--- src/rtl/put_get_arbiter.sv ---
// put_get_arbiter: shares one EN_/RDY_ put/get channel among N requesters.
// Puts are granted round-robin; each get result is steered back to the
// requester that issued the matching put, using an in-order tag FIFO that
// records the winner index of every put still awaiting its result.
//
// Handshake semantics (all channels): a transfer happens on a rising CLK edge
// exactly when the producer's valid/RDY and the consumer's ready/EN are both
// high in that cycle. Producers hold data stable while valid is high and the
// transfer has not yet happened; valid never waits on ready.
module put_get_arbiter #(
    parameter int N = 4,
    parameter int W = 32,
    parameter int D = 8
) (
    input  logic                   CLK,
    input  logic                   RST_N,
    input  logic [N-1:0]           req_valid,
    input  logic [N*W-1:0]         req_data,
    output logic [N-1:0]           req_ready,
    output logic [N-1:0]           rsp_valid,
    output logic [W-1:0]           rsp_data,
    input  logic [N-1:0]           rsp_ready,
    output logic                   EN_put,
    output logic [W-1:0]           put_datas,
    input  logic                   RDY_put,
    output logic                   EN_get,
    input  logic [W-1:0]           get,
    input  logic                   RDY_get,
    output logic [$clog2(D+1)-1:0] outstanding
);

    localparam int TW = (N > 1) ? $clog2(N) : 1;
    localparam int PW = $clog2(D);
    localparam int CW = $clog2(D + 1);

    logic [TW-1:0] rr_ptr_q, rr_ptr_d;
    logic [TW-1:0] tag_mem_q [D];
    logic [PW-1:0] wr_ptr_q, wr_ptr_d;
    logic [PW-1:0] rd_ptr_q, rd_ptr_d;
    logic [CW-1:0] count_q, count_d;

    logic          fifo_full;
    logic          fifo_empty;
    logic          eligible;
    logic          found;
    logic [TW-1:0] winner;
    logic [TW-1:0] cand;
    logic [TW-1:0] head;
    logic          get_avail;

    assign fifo_full  = (count_q == CW'(D));
    assign fifo_empty = (count_q == '0);
    assign head       = tag_mem_q[rd_ptr_q];

    // Reset gates every grant so nothing leaks out while RST_N is low.
    assign eligible  = RST_N && RDY_put && !fifo_full && (|req_valid);
    assign get_avail = RST_N && RDY_get && !fifo_empty;

    // Round-robin search: first valid requester starting at rr_ptr, wrapping mod N.
    always_comb begin
        found  = 1'b0;
        winner = '0;
        cand   = '0;
        for (int k = 0; k < N; k++) begin
            cand = TW'((int'(rr_ptr_q) + k) % N);
            if (!found && req_valid[cand]) begin
                found  = 1'b1;
                winner = cand;
            end
        end
    end

    assign req_ready = eligible ? (N'(1) << winner) : '0;
    assign EN_put    = eligible;
    assign put_datas = eligible ? req_data[int'(winner)*W +: W] : '0;

    // Results always belong to the oldest outstanding put, i.e. the FIFO head.
    assign rsp_valid = get_avail ? (N'(1) << head) : '0;
    assign EN_get    = get_avail && rsp_ready[head];
    assign rsp_data  = (RST_N && !fifo_empty) ? get : '0;

    assign outstanding = count_q;

    // Next-state for pointer, FIFO pointers and occupancy. Push is already
    // blocked when full (via eligible), and pop needs a non-empty FIFO, so the
    // count can neither overflow nor underflow.
    always_comb begin
        rr_ptr_d = rr_ptr_q;
        wr_ptr_d = wr_ptr_q;
        rd_ptr_d = rd_ptr_q;
        count_d  = count_q;
        if (EN_put) begin
            rr_ptr_d = (winner == TW'(N - 1)) ? '0 : winner + 1'b1;
            wr_ptr_d = wr_ptr_q + 1'b1;
        end
        if (EN_get) begin
            rd_ptr_d = rd_ptr_q + 1'b1;
        end
        case ({EN_put, EN_get})
            2'b10:   count_d = count_q + 1'b1;
            2'b01:   count_d = count_q - 1'b1;
            default: count_d = count_q;
        endcase
    end

    // Control state with synchronous active-low reset; a mid-run reset flushes the FIFO.
    always_ff @(posedge CLK) begin
        if (!RST_N) begin
            rr_ptr_q <= '0;
            wr_ptr_q <= '0;
            rd_ptr_q <= '0;
            count_q  <= '0;
        end else begin
            rr_ptr_q <= rr_ptr_d;
            wr_ptr_q <= wr_ptr_d;
            rd_ptr_q <= rd_ptr_d;
            count_q  <= count_d;
        end
    end

    // Tag storage: the winner index is written at the tail on every put fire.
    always_ff @(posedge CLK) begin
        if (EN_put) begin
            tag_mem_q[wr_ptr_q] <= winner;
        end
    end

    // A result offered with no put outstanding means the shared block misbehaved.
    a_get_while_empty: assert property (@(posedge CLK) disable iff (!RST_N)
        !(RDY_get && fifo_empty));

endmodule

--- config.mk ---
export PLATFORM = sky130hd
export DESIGN_NAME = put_get_arbiter
export DESIGN_NICKNAME = d
export VERILOG_FILES = /design/src/rtl/put_get_arbiter.sv
export SDC_FILE = /design/constraint.sdc
export NUM_CORES = 1
export LEC_CHECK = 0
export ABC_AREA = 1
export CAP_MARGIN = 20
export CORE_UTILIZATION = 35
export CTS_CLUSTER_DIAMETER = 30
export DETAILED_ROUTE_END_ITERATION = 8
export PLACE_DENSITY = 0.77
export SLEW_MARGIN = 15
export SYNTH_ARGS = -nofsm -noshare
export SYNTH_HDL_FRONTEND = slang
export SYNTH_SLANG_ARGS = --single-unit
export TNS_END_PERCENT = 20
--- constraint.sdc ---
create_clock -name CLK -period 3.2 [get_ports CLK]
set_input_delay 0.8 -clock CLK [delete_from_list [all_inputs] [get_ports CLK]]
set_output_delay 0.8 -clock CLK [all_outputs]
set_load 0.05 [all_outputs]
==> reports/results.ini, run 1 <==
[run_status]
status = finished with violations
violations = negative setup slack

[timing]
fin_skew_ps = 7.232
timing.final.ws_setup_ps = -241.2
finalHoldViolations = 0
tns_ps = -7020
tightest_slew_ps = 573.9
setup_viol = 37
max_slew_margin_pct = 61.62
final_max_slew_viol_count = 0
grt_setup_unrepaired = true
fin_crit_sh_pct = 107.5
max_freq_ghz = 0.2906
period_needed_ps = 3441

[power]
power_density_nw_per_um2 = 489.8
p_sw_share_pct = 47.88
combPwrFrac_pct = 81.2
p_sw_mw = 1.985
leakage_nw = 4.013
seqPwrFrac_pct = 11.6
ir_drop_uv = 251.8
p_clk_share_pct = 7.2
power.internal_mw = 2.161

[yosys]
yosysSeqAreaShare_pct = 21.32
synth_edf_count = 16
syn-instance-count = 668
syn_nets = 849
avgSynthCellArea_um2 = 5.482
synth_cell_types = 26
async_reset_ff_share_pct = 0
ys.warnings.count = 0
ys_seq_elements = 31
synth_flop_cell = edfxtp_1
netlist_area_um2 = 3662

[clocking]
clockRootBuffer = clkbuf_8
cts-htree-levels = 2
worstSkewPairLatency_ps = 290
cts_buffers = 5
clkSinkCount = 31
clk_transition_reported_paths_ps = 70
cts_tree = yes
clk_path_buf_depth = 2

[grt]
antenna_found_initial = 2
grt_pass1_wl_um = 29760
busiest_layer = met2
grt_max_degree = 33
globalRouteMet3Util_pct = 7.581
grt_pass1_vias = 5880
grt-ovfl-total = 0
grt_util_met2_pct = 65.47
grt.total_usage_pct = 34.38
use_met1_pct = 34.90

[min_path]
min_from = wr_ptr_q[0]
hold_end = wr_ptr_q[0]
min_path_type = flop to flop
holdPathStages = 2

[drt]
wl_per_cell_um = 19.06
routed_wl_um = 20930
num_vias = 5930
vias_per_cell = 5.401
drt_iter0_drc = 475
firstDrtPassIters = 8
drt.antenna.violating_nets = 0
drc_errors = 0

[die]
initial_core_util_pct = 36.79
die_h_um = 104.3
io_pins = 250
fp.coreArea_um2 = 9955
die_x_um = 104.3
die_area_um2 = 10880
num_rows = 36

[place]
hpwl_um = 12200
gp_congestion = 0.9082
place_area_um2 = 7136
port_buffers = 249

[layout]
layout_common_cells = clkdlybuf4s50_1, nand2_1, inv_1, nand3_1, buf_12
register_area_um2 = 789.5
synthToLayoutAreaGrowth_pct = 131.2
final_net_count = 1143
final_area_um2 = 8466
multi_input_area_um2 = 2624
layout_commonest_cell = clkdlybuf4s50_1
fillCellCount = 516
drive_gt1_share_pct = 29.18

[critical_path]
critPathMaxFanout = 32
critPathKind = primary input to output port
reg2reg_depth = 24
rr_startpoint = rr_ptr_q[0]
cp-end-kind = output port
path_cells = buf_8, inv_6, nand2_2, nand2_2, buf_6, nand2_1, o21ai_1, nand2_1, nand2_2, nand2_4, buf_12, buf_16, nand3_1, nand3_2, a21oi_4, buf_12
cp_slowest_cell = a21oi_4
max_stage_delay_ps = 190
arrival_ps = 2640
cpMostUsedCell = nand2_2
regToRegSetupSlack_ps = -180
reg2reg_to = rr_ptr_q[0]
cp-start-kind = primary input
required_ps = 2400

[job]
maxCapViolCount = 0

==> synthesized netlist by cell type, types with 2 or more instances <==
cell type / number / area [µm²]
inv_1: 133 / 499.2
xor2_1: 3 / 26.28
nand2_2: 7 / 43.79
clkbuf_1: 8 / 30.03
buf_4: 4 / 30.03
ha_1: 9 / 112.6
nor2_1: 56 / 210.2
a21oi_1: 37 / 185.2
o21ai_1: 3 / 15.01
edfxtp_1: 16 / 480.5
nand3_2: 2 / 20.02
buf_2: 17 / 85.08
nor3_1: 4 / 20.02
buf_6: 8 / 90.09
nand2_1: 202 / 758.2
o21ai_0: 9 / 45.04
nand3_1: 118 / 590.6
inv_2: 5 / 18.77
dfxtp_1: 15 / 300.3
a21oi_2: 6 / 52.55
==> cells by family (layout without fill, tap and decap cells) <==
logic type | Yosys count | count (layout) | synth area share [%]
xor+xnor | 4 | 4 | 0.9568
compound gates | 57 | 57 | 8.541
buf+inv | 175 | 470 | 20.57
flops | 31 | 31 | 21.32
simple gates | 392 | 392 | 45.54
other cells | 0 | 2 | 0
fa+ha+maj | 9 | 9 | 3.075
==> worst max-delay path, delay by kind of cell <==
family | cells | cell delay (ps)
simple gates | 8 | 770
buf+inv | 6 | 740
compound gates | 2 | 290
==> flip-flops by register name, indices dropped and copies added (netlist names), named ones only <==
register     cells
outstanding      4
wr_ptr_q         3
rd_ptr_q         3
rr_ptr_q         2
tag_mem_q       16
==> routing by layer <==
metal	wire [µm]	vias to the layer above
met5	0	-
met4	1497	0
met3	1791	150
met2	10750	447
met1	6891	2681
li1	-	2652
==> area by class of cell <==
type	instances	area share, %
flip-flops and latches	31	9.326
well taps	133	1.966
diodes	2	0.05912
repair buffers	324	50.25
multi-input cells	462	30.99
clock inverters	1	0.05912
inverters	138	6.444
clock buffers	7	0.9016
==> stage by stage <==
step	power, mW	utilization (%)	setup slack, ps	hold WS (ps)	std cells
after detailed placement	2.815	71.68	-563.7	483.5	1042
after CTS	3.818	82.15	-64.37	493.4	1090
after global placement	2.765	71.68	-498.3	468.7	1042
after floorplan	1.824	-	-370.7	462.7	668
final	4.146	85.04	-241.2	511.0	1098
after global routing	4.304	85.04	-310.5	539.5	1098
==> power by group through the flow <==
stage,Combinational [mW],Sequential (mW),Clock [mW]
2_1_floorplan,1.33,0.495,0
3_3_place_gp,2.28,0.484,0
3_5_place_dp,2.33,0.486,0
4_1_cts,3.05,0.477,0.289
5_1_grt,3.50,0.483,0.317
6_report,3.36,0.482,0.300
==> worst max path at each step <==
stage / depth (start not counted) / slack [ps] / end / from
finish: 16 / -240 / put_datas[26] / req_valid[0]
detailed placement: 13 / -560 / req_ready[3] / req_valid[3]
global route: 16 / -310 / put_datas[26] / req_valid[1]
global placement: 15 / -500 / put_datas[6] / req_valid[3]
floorplan: 6 / -370 / rsp_valid[0] / RST_N
CTS: 14 / -60 / put_datas[14] / req_valid[2]
==> timing repair <==
action | CTS | global route
buffers inserted | 28 | 5
endpoints found under the setup margin | 36 | 44
endpoints found under the hold margin | 0 | 0
resized for setup | 137 | 55
pin swaps | 35 | 39
hold buffers | 0 | 0
cloned | 13 | 1
Note: power is estimated with default switching activity, not from simulation.
==> inputs of run 2 (changes only) <==
- CELL_PAD_IN_SITES_DETAIL_PLACEMENT: default -> 1
- CELL_PAD_IN_SITES_GLOBAL_PLACEMENT: default -> 2
- CORE_UTILIZATION: 35 -> 16
- PLACE_DENSITY: 0.77 -> 0.79
==> reports/results.ini, run 2 (same netlist as run 1, synthesis figures left out) <==
[run_status]
status = finished with violations  ; unchanged
violations = negative setup slack  ; unchanged

[critical_path]
cp_num_buf_inv = 6  ; unchanged
arrival_ps = 2510  ; was 2640 ps
cp-start-kind = primary input  ; unchanged
required_ps = 2400  ; about the same
crit_start = req_valid[1]  ; was req_valid[0]
critPathMaxFanout = 13  ; was 32
cp_slowest_cell = a21oi_4  ; unchanged
max_stage_delay_ps = 200  ; was 190 ps
path_cells = buf_6, inv_4, nand2_1, nand3_2, nand2_4, inv_2, nand2_2, nand2_2, nand2_4, nand2_8, buf_12, buf_4, nand2_1, nand3_2, a21oi_4, buf_12  ; was buf_8, inv_6, nand2_2, nand2_2, buf_6, nand2_1, o21ai_1, nand2_1, nand2_2, nand2_4, buf_12, buf_16, nand3_1, nand3_2, a21oi_4, buf_12
regToRegSetupSlack_ps = 440  ; was -180 ps
critical-path-top-delay-family = simple AND/OR/NAND/NOR gates  ; unchanged
critPathKind = primary input to output port  ; unchanged
cp-end-kind = output port  ; unchanged

[clocking]
clkSinkCount = 31  ; unchanged
clk_transition_reported_paths_ps = 50  ; was 70 ps
worstSkewPairLatency_ps = 270  ; was 290 ps
clk_path_buf_depth = 2  ; unchanged
clockRootBuffer = clkbuf_16  ; was clkbuf_8
cts-htree-levels = 2  ; unchanged
cts_buffers = 5  ; unchanged
cts_tree = yes  ; unchanged

[drt]
num_vias = 5164  ; was 5,930
wl_met1_um = 8254  ; was 6891 µm
drt.antenna.violating_nets = 0  ; unchanged
drt_iter0_drc = 144  ; was 475
firstDrtPassIters = 4  ; was 8
wl_per_cell_um = 15.83  ; was 19.06 µm
routed_wl_um = 19790  ; was 20,930 µm
drc_errors = 0  ; unchanged
vias_per_cell = 4.131  ; was 5.401
wl_met3_um = 1087  ; was 1791 µm
dr.max_layer_used = met4  ; unchanged
wl_met2_um = 10190  ; was 10,750 µm

[power]
power.internal_mw = 2.329  ; was 2.161 mW
combPwrFrac_pct = 78.4  ; was 81.2%
p_sw_share_pct = 45.43  ; was 47.88%
seqPwrFrac_pct = 11.2  ; was 11.6%
power_density_nw_per_um2 = 482.2  ; was 489.8 nW/µm²
leakage_nw = 4.116  ; was 4.013 nW
p_sw_mw = 1.939  ; was 1.985 mW
p_clk_share_pct = 10.4  ; was 7.2%
ir_drop_uv = 236.9  ; was 251.8 µV

[timing]
setup_viol = 36  ; was 37
period_needed_ps = 3315  ; was 3441 ps
hold_ws_ps = 497.3  ; was 511.0 ps
final_max_slew_viol_count = 0  ; unchanged
tns_ps = -1704  ; was -7020 ps
fin_crit_sh_pct = 103.6  ; was 107.5%
fin_skew_ps = 3.960  ; was 7.232 ps
max_slew_margin_pct = 64.09  ; was 61.62%
tightest_slew_ps = 537.0  ; was 573.9 ps
max_freq_ghz = 0.3017  ; was 0.2906 GHz
grt_setup_unrepaired = true  ; unchanged
timing.final.ws_setup_ps = -114.9  ; was -241.2 ps
finalHoldViolations = 0  ; unchanged

[layout]
final_cells = 1250  ; was 1,098
synthToLayoutAreaGrowth_pct = 141.7  ; was 131.2%
top_register = tag_mem_q  ; unchanged
final_net_count = 1148  ; was 1,143
fillCellCount = 2673  ; was 516
layout_commonest_cell = nand2_1  ; was clkdlybuf4s50_1
layout_common_cells = nand2_1, clkdlybuf4s50_1, inv_1, buf_12, nand3_1  ; was clkdlybuf4s50_1, nand2_1, inv_1, nand3_1, buf_12
drive_gt1_share_pct = 30.89  ; was 29.18%
largest_register_ffs = 16  ; unchanged

[place]
hpwl_um = 14330  ; was 12,200 µm
placed_cells = 1213  ; was 1,042
gp_congestion = 0.8462  ; was 0.9082
dp_slack_ps = -637.0  ; was -563.7 ps
port_buffers = 249  ; unchanged

[grt]
grt_pass1_wl_um = 30320  ; was 29,760 µm
antenna_found_initial = 2  ; unchanged
grt-ovfl-total = 0  ; unchanged
grt.total_usage_pct = 16.46  ; was 34.38%
grt_pass1_vias = 5361  ; was 5,880
grt_max_degree = 33  ; unchanged

[die]
die_h_um = 153.3  ; was 104.3 µm
die_x_um = 153.3  ; was 104.3 µm
num_rows = 54  ; was 36
fp.coreArea_um2 = 22160  ; was 9955 µm²
io_pins = 250  ; unchanged
die_area_um2 = 23500  ; was 10,880 µm²
initial_core_util_pct = 16.53  ; was 36.79%

[min_path]
min_from = wr_ptr_q[0]  ; unchanged
min_path_type = flop to flop  ; unchanged

[job]
maxCapViolCount = 0  ; unchanged

-- run 2: cell types whose count changed in the layout (fill, tap and decap cells not counted), sizes merged --
cell	change
buf	+5
bufbuf	-1
clkbuf	+1
-- run 2: per-stage QoR --
| step | util (%) | power, mW | cell area (µm²) |
|---|---|---|---|
| 2_1_floorplan | - | 1.824 | 3674 |
| 3_3_place_gp | 34.18 | 2.995 | 7575 |
| 3_5_place_dp | 34.18 | 3.012 | 7575 |
| 4_1_cts | 38.69 | 4.148 | 8574 |
| 5_1_grt | 39.94 | 4.539 | 8852 |
| 6_report | 39.94 | 4.269 | 8852 |
-- run 2: worst min-delay path, delay by kind of cell (launching register included) --
| kind | cells | cell delay (ps) |
|---|---|---|
| AOI/OAI and AO/OA | 1 | 60 |
| DFF | 1 | 320 |
| and+or+nand+nor | 1 | 70 |
-- run 2: layer usage --
| layer | global-route usage, % | up-vias |
|---|---|---|
| met5 | 0 | - |
| met4 | 3.319 | 0 |
| met3 | 3.516 | 14 |
| met2 | 29.62 | 128 |
| met1 | 19.98 | 2370 |
| li1 | - | 2652 |
-- run 2: power by group through the flow --
stage          registers (mW)  logic [mW]  clock network (mW)
6_report                0.479        3.35               0.444
5_1_grt                 0.482        3.59               0.470
4_1_cts                 0.479        3.22               0.454
3_5_place_dp            0.484        2.53                   0
3_3_place_gp            0.484        2.51                   0
2_1_floorplan           0.495        1.33                   0
-- run 2: area by class of cell --
type | instances | area [µm²] | share of cell area (%)
multi-input cells | 462 | 2724 | 30.77
diodes | 2 | 5.005 | 0.05654
clock buffers | 7 | 132.6 | 1.498
flip-flops and latches | 31 | 784.5 | 8.862
repair buffers | 329 | 4315 | 48.75
clock inverters | 1 | 5.005 | 0.05654
inverters | 138 | 535.5 | 6.049
well taps | 280 | 350.3 | 3.958
-- run 2: repair_timing --
item	in CTS	in global routing
buffers inserted	15	5
setup endpoints to repair	36	39
hold buffers	0	0
gates cloned	8	2
pin swaps	65	39
resized for setup	142	57
-- run 2: final timing paths --
kind | end | cells past startpoint
max | put_datas[17] | 16
min | wr_ptr_q[0] | 2
max reg2reg | outstanding[3] | 18
min reg2reg | wr_ptr_q[0] | 2
